## src/rtl/fpu_pipe_pkg.sv

```systemverilog
// Shared definitions for FPU inter-stage pipeline registers: mul-to-add
// payload field widths, LSB-based bit offsets and the packed payload struct.
package fpu_pipe_pkg;

    localparam int unsigned RM_W    = 2;
    localparam int unsigned EXP_W   = 10;
    localparam int unsigned FRAC_W  = 23;
    localparam int unsigned SUM_W   = 39;
    localparam int unsigned CARRY_W = 40;
    localparam int unsigned Z8_W    = 8;

    localparam int unsigned MUL_ADD_W = RM_W + 1 + EXP_W + 1 + FRAC_W + SUM_W + CARRY_W + Z8_W;

    // Offsets follow the struct below: the first struct member sits at the MSB end.
    localparam int unsigned Z8_OFF         = 0;
    localparam int unsigned CARRY_OFF      = Z8_OFF + Z8_W;
    localparam int unsigned SUM_OFF        = CARRY_OFF + CARRY_W;
    localparam int unsigned INF_NAN_FR_OFF = SUM_OFF + SUM_W;
    localparam int unsigned IS_INF_NAN_OFF = INF_NAN_FR_OFF + FRAC_W;
    localparam int unsigned EXP_OFF        = IS_INF_NAN_OFF + 1;
    localparam int unsigned SIGN_OFF       = EXP_OFF + EXP_W;
    localparam int unsigned RM_OFF         = SIGN_OFF + 1;

    typedef struct packed {
        logic [RM_W-1:0]    rm;
        logic               sign;
        logic [EXP_W-1:0]   exp10;
        logic               is_inf_nan;
        logic [FRAC_W-1:0]  inf_nan_frac;
        logic [SUM_W-1:0]   sum;
        logic [CARRY_W-1:0] carry;
        logic [Z8_W-1:0]    z8;
    } mul_add_payload_t;

endpackage

```

## src/rtl/fpu_pipe_stage.sv

```systemverilog
// Elastic valid/ready pipeline register with a DEPTH-entry circular buffer,
// synchronous clear and flush. All outputs come from registered state.
module fpu_pipe_stage
    import fpu_pipe_pkg::*;
#(
    parameter int unsigned W          = MUL_ADD_W,
    parameter int unsigned DEPTH      = 2,
    parameter bit          CLEAR_DATA = 1'b1,
    localparam int unsigned CNT_W     = $clog2(DEPTH + 1),
    localparam int unsigned PTR_W     = (DEPTH > 1) ? $clog2(DEPTH) : 1
) (
    input  logic             clock,
    input  logic             clr,
    input  logic             flush,
    input  logic             in_valid,
    output logic             in_ready,
    input  logic [W-1:0]     in_data,
    output logic             out_valid,
    input  logic             out_ready,
    output logic [W-1:0]     out_data,
    output logic [CNT_W-1:0] count
);

    logic [W-1:0]     mem_q [DEPTH];
    logic [PTR_W-1:0] wr_ptr_q, wr_ptr_d;
    logic [PTR_W-1:0] rd_ptr_q, rd_ptr_d;
    logic [CNT_W-1:0] count_q, count_d;
    logic             push, pop;

    // DEPTH may not be a power of two, so wrap by compare rather than overflow.
    function automatic logic [PTR_W-1:0] ptr_inc(input logic [PTR_W-1:0] p);
        return (p == PTR_W'(DEPTH - 1)) ? '0 : p + PTR_W'(1);
    endfunction

    assign in_ready  = (count_q != CNT_W'(DEPTH));
    assign out_valid = (count_q != '0);
    assign out_data  = mem_q[rd_ptr_q];
    assign count     = count_q;

    assign push = in_valid && in_ready;
    assign pop  = out_valid && out_ready;

    always_comb begin
        wr_ptr_d = push ? ptr_inc(wr_ptr_q) : wr_ptr_q;
        rd_ptr_d = pop  ? ptr_inc(rd_ptr_q) : rd_ptr_q;
        count_d  = count_q;
        case ({push, pop})
            2'b10:   count_d = count_q + CNT_W'(1);
            2'b01:   count_d = count_q - CNT_W'(1);
            default: count_d = count_q;
        endcase
    end

    always_ff @(posedge clock) begin
        if (clr || flush) begin
            wr_ptr_q <= '0;
            rd_ptr_q <= '0;
            count_q  <= '0;
        end else begin
            wr_ptr_q <= wr_ptr_d;
            rd_ptr_q <= rd_ptr_d;
            count_q  <= count_d;
        end
    end

    // Storage only clears when CLEAR_DATA is set; otherwise stale payloads remain.
    always_ff @(posedge clock) begin
        if (CLEAR_DATA && (clr || flush)) begin
            for (int i = 0; i < int'(DEPTH); i++) begin
                mem_q[i] <= '0;
            end
        end else if (push && !clr && !flush) begin
            mem_q[wr_ptr_q] <= in_data;
        end
    end

endmodule

```

## config.mk

```make
export PLATFORM = sky130hd
export DESIGN_NAME = fpu_pipe_stage
export DESIGN_NICKNAME = d
export VERILOG_FILES = /design/src/rtl/fpu_pipe_pkg.sv /design/src/rtl/fpu_pipe_stage.sv
export SDC_FILE = /design/constraint.sdc
export NUM_CORES = 1
export LEC_CHECK = 0
export ABC_AREA = 1
export BUFFER_PORTS_ARGS = -buffer_cell sky130_fd_sc_hd__buf_4
export CORE_MARGIN = 10
export CORE_UTILIZATION = 45
export DETAILED_ROUTE_END_ITERATION = 6
export GPL_TIMING_DRIVEN = 0
export PLACE_DENSITY_LB_ADDON = 0.05
export SYNTH_ARGS = -nofsm -noshare
export SYNTH_HDL_FRONTEND = slang
export SYNTH_SLANG_ARGS = --single-unit
```

## constraint.sdc

```tcl
create_clock -name clock -period 4.8 [get_ports clock]
set_input_delay 0.24 -clock clock [delete_from_list [all_inputs] [get_ports clock]]
set_output_delay 0.24 -clock clock [all_outputs]
set_load 0.005 [all_outputs]
```

## Yosys cells after proc, flatten, opt, wreduce, memory -nomap -nowiden

Memories as Yosys holds them, arrays and structs flattened. A register that Yosys moved wholly into a read port is not among the register bits.
Cells that the tools add are included.
Widths: inputs -> output; s select.

- Register bits: 4
- Memory bits (writable): 248
- Output and inout port bits: 128
- Word-level logic and storage cells: 34
- Memories kept: 1

Memories:

| memory | words | width | rd ports | clocked after memory_dff | write ports | line | text |
|---|---|---|---|---|---|---|---|
| mem_q | 2 | 124 | 1 | 1 | 2 | fpu_pipe_stage.sv:24 | `logic [W-1:0] mem_q [DEPTH];` |

- $add $sub $neg: 4
- Eq/ne operators: 3
- Muxes and demuxes: 13
- Reduce and logical (&&, ||, !) cells: 10

Operators with widths:

| kind | count |
|---|---|
| $mux 124 | 1 |
| $reduce_or 124->1 | 1 |
| $mux 1 | 11 |
| $logic_and 1x1->1 | 4 |
| $pmux 2 s2 | 1 |
| $reduce_bool 2->1 | 2 |
| $add 1x1->1 const B | 2 |
| $add 2x1->2 const B | 1 |
| $eq 2x1->1 const B | 1 |
| $eq 2x2->1 const B | 1 |
| $logic_not 1->1 | 2 |
| $ne 2x2->1 const B | 1 |
| $sub 2x1->2 const B | 1 |
| $logic_or 1x1->1 | 1 |

## Logic depth before layout (Yosys ltp)

- Word-level depth: 9
- Mapped depth: 10
- Gate-level depth less buffers: 10

## Least setup slack after synthesis

No wires, ideal clock.

- Kind: register to register
- Start point: register count_q[0] (netlist: count[0])
- End point: memory mem_q[0][0] (netlist bit), enable pin
- Data arrival time: 3.737 ns
- Required time: 4.312 ns
- Setup slack: 0.576 ns
- Cell stages (with the launch flop): 9
- Period minus slack after synthesis: 4.224 ns
- Cells stage by stage: dfxtp_1 -> inv_2 -> nand2_2 -> nand2_4 -> nor2_2 -> nand2_2 -> buf_6 -> buf_6 -> nand2_1

RTL lines:

| item | line | text |
|---|---|---|
| start, declared | fpu_pipe_stage.sv:27 | `logic [CNT_W-1:0] count_q, count_d;` |
| start signal, assigned | fpu_pipe_stage.sv:62 | `count_q <= count_d;` |
| end, declared | fpu_pipe_stage.sv:24 |  |

==> results.md <==
* Status: complete, no violations
* Pins Over Slew Limit at 0
* Diodes inserted at 0
* Crit Path Class: reg -> reg
* Synth Warn # at 0
* Syn Inst Count at 824
* Worst Hold Path Cells at 3
* Reg area at approximately 7500 µm²
* Synthesized area per cell at 13.4 µm²
* Total Wirelength at 25800 µm
* TritonCTS clock tree: yes
* Req. time, crit path at 5.01 ns
* Setup tns final at 0 ns
* Combined area of the multi-input logic cells at 2710 µm²
* HPWL Detailed at 17800 µm
* Clock skew at 0.00669 ns
* Synth Area in Simple Gates at 0.115
* PD cells at 371 nW/µm²
* Worst Setup End Kind: register
* Fin util at 0.605
* Synthesized area at between 10000 and 15000 µm²
* Syn Nets at 954
* Static Leak at 6.73 nW
* Max capacitance violation total at 0
* Area Growth Syn to Fin at 32.8%
* Startpoint Class: register
* Worst-path fanout max at 48
* Die X at 176 µm
* Later-pin clock latency in the skew report at approximately 0.53 ns
* Unique masters post-synth at 19
* Worst-Margin Slew at 0.507 ns
* Clock Power Share at 0.434
* Final nets at 1257
* Critical Path AT at around 2.9 ns
* Largest family of logic cells by synthesized area: multiplexers
* Max_slew headroom at 0.661
* Gr usage total at 0.160
* IO Count at 257
* Count leader, synth: edfxtp_1
* Vias per Instance at between 4 and 5
* Ys async rst share at 0
* Number of buffers created by CTS at 28
* Synth area leader: edfxtp_1
* CTS clk-pin slew, worst paths at 0.06 ns
* Final Cell Area at roughly 15000 µm²
* Depth of the worst register-to-register path at 10
* Flop2flop setup slack at 2.11 ns
* # DRC at 0
* Critical R2R Launch: count[0]
* Post-DP Area at 13500 µm²
* Antenna Violating Nets Remaining at 0
* HP Start: in_data[38]
* Cells after DPL at 1408
* Initial DRC count at 337
* Mux share of post-synthesis cell area at 0.127
* IO buf count at 256
* Synth Flop Type: edfxtp_1
* CTS H-tree lvls at 1
* Reg-to-reg endpoint: mem_q[0][83]
* Post-CTS Setup Bufs at 0
* Antenna violations before repair at 0
* Initial Utilization at 0.456
* Final setup vio count at 0
* Main area contributors after synthesis: edfxtp_1 68%, mux2_2 13%, nor2_1 5.7%
* Vias in the first global route at 7180
* Number of flops mapped to enable cells by yosys at 248
* Drt wl/cell at 17.5 µm
* Max Fclk at approximately 0.37 GHz
* Detailed Routing Iterations Pass 1 at 5
* Post-Synth XOR/XNOR Area at 0
* Synth Register Bits at 253
* Adder-cell share of the synthesized area at 0.00114
* Final std cells w/o fill at roughly 1500
* Hold EP: mem_q[1][38]
* Final period util at 0.561
* Die height at 176 µm
* Int Power at 4.33 mW
* Share of cells above drive strength 1 at 0.493
* Switching share of power at 0.202
* Yosys top cell area share at 0.676
* Detailed-route via count at 6828
* Fin crit period at roughly 2.7 ns
* Hold WS at 0.0242 ns
* Routability cong. at 0.744
* Max Buffers Root-to-Sink at 3
* Compound-Gate Fraction of Synth Area at 0.00136
* Largest net degree at the start of global routing at 56
* Seq pwr share at 0.475
* Fin. Hold Viols at 0
* Combinational power share at 0.091
* VDD IR max at 0.247 mV
* RSZ-0062 raised after global routing: false
* Die area at 31100 µm²
* Clock sink count at 253
* Top post-synthesis cells by count: 248 x edfxtp_1, 168 x nor2_1, 129 x inv_1
* Hold/Removal Path Class: in -> reg
* Core area at 24200 µm²
* Post-synthesis sequential area ratio at 0.685
* Switching power at around 1.1 mW
* Layout fillers at 2028
* Number of core rows at 57
* First-pass GRT wire length at 39200 µm
* Root Buffer Master: clkbuf_16
* Total grt overflow at 0
[placed cells by master, fill, tap and decap left out]
cell type      instances
a21oi_1                1
buf_16                 4
buf_2                 23
buf_4                262
buf_6                 11
bufinv_16              7
clkbuf_1               6
clkbuf_16             29
clkbuf_8               3
clkinv_1               1
clkinv_2               6
dfxtp_1                5
dlygate4sd3_1         13
edfxtp_1             248
ha_1                   1
inv_1                129
inv_2                  2
mux2_2               124
nand2_1                7
nand2_2                2
nand2_4                3
nand3_1                1
nand3_2                1
nand4_1                1
nor2_1               168
nor2_2                89
o21ai_0                2
[power by group through the flow]
stage / Clock, mW / Combinational (mW) / Sequential (mW)
global route: 2.50 / 0.541 / 2.59
global placement: 0 / 0.481 / 2.64
finish: 2.36 / 0.493 / 2.58
floorplan: 0 / 0.209 / 2.63
CTS: 2.41 / 0.507 / 2.58
detailed placement: 0 / 0.495 / 2.62
[metrics by stage]
stage | power (mW) | setup slack (ns)
after floorplan | 2.84 | 0.576
after global placement | 3.12 | -1.56
after detailed placement | 3.12 | 1.87
after CTS | 5.49 | 2.04
after global routing | 5.63 | 1.89
final | 5.43 | 2.11
[layer usage]
layer,share of wire,GRT usage
met1,0.40,0.199
met2,0.49,0.266
met3,0.086,0.0521
met4,0.017,0.0413
met5,0,0
[worst max path at each step]
stage	slack, ns	start	depth (start not counted)	endpoint
finish	2.11	count[0]	10	mem_q[0][83]
global route	1.89	count[0]	10	mem_q[0][9]
CTS	2.04	count[0]	10	mem_q[0][66]
detailed placement	1.87	flush	8	mem_q[0][63]
global placement	-1.56	flush	6	mem_q[1][63]
floorplan	0.58	count[0]	8	mem_q[0][0]
[state kept, by name, indices dropped and copies added, names as in the netlist, named ones only]
register	flops
count	2
wr_ptr_q	1
rd_ptr_q	1
mem_q	248
[critical path, cell delays in order, from the launching register on]
cell	delay, ns
dfxtp_1	0.40
inv_2	0.08
nand2_2	0.09
nand2_4	0.07
nor2_2	0.09
nand2_2	0.18
buf_6	0.25
buf_6	0.17
nand2_4	0.38
buf_16	0.32
buf_16	0.29
[timing repair]
item | CTS | global route
endpoints found under the hold margin | 14 | 0
setup endpoints to repair | 0 | 0
gates resized for setup | 0 | 0
hold buffers | 13 | 0
[cell type report]
type / instances / area share
Clock buffer: 38 / 0.0540
Buffer: 40 / 0.0194
Clock inverter: 14 / 0.0167
Inverter: 131 / 0.0336
Tap cell: 324 / 0.0277
Sequential cell: 253 / 0.516
Timing Repair Buffer: 273 / 0.148
Multi-Input combinational cell: 400 / 0.185
[logic make-up (layout without fill, tap and decap cells)]
kind of cell / after synthesis / count (layout)
AOI/OAI and AO/OA: 3 / 3
adders and majority gates: 1 / 1
buffers and inverters: 171 / 496
DFF: 253 / 253
muxes: 124 / 124
and+or+nand+nor: 272 / 272
(Power assumes the default switching activity.)
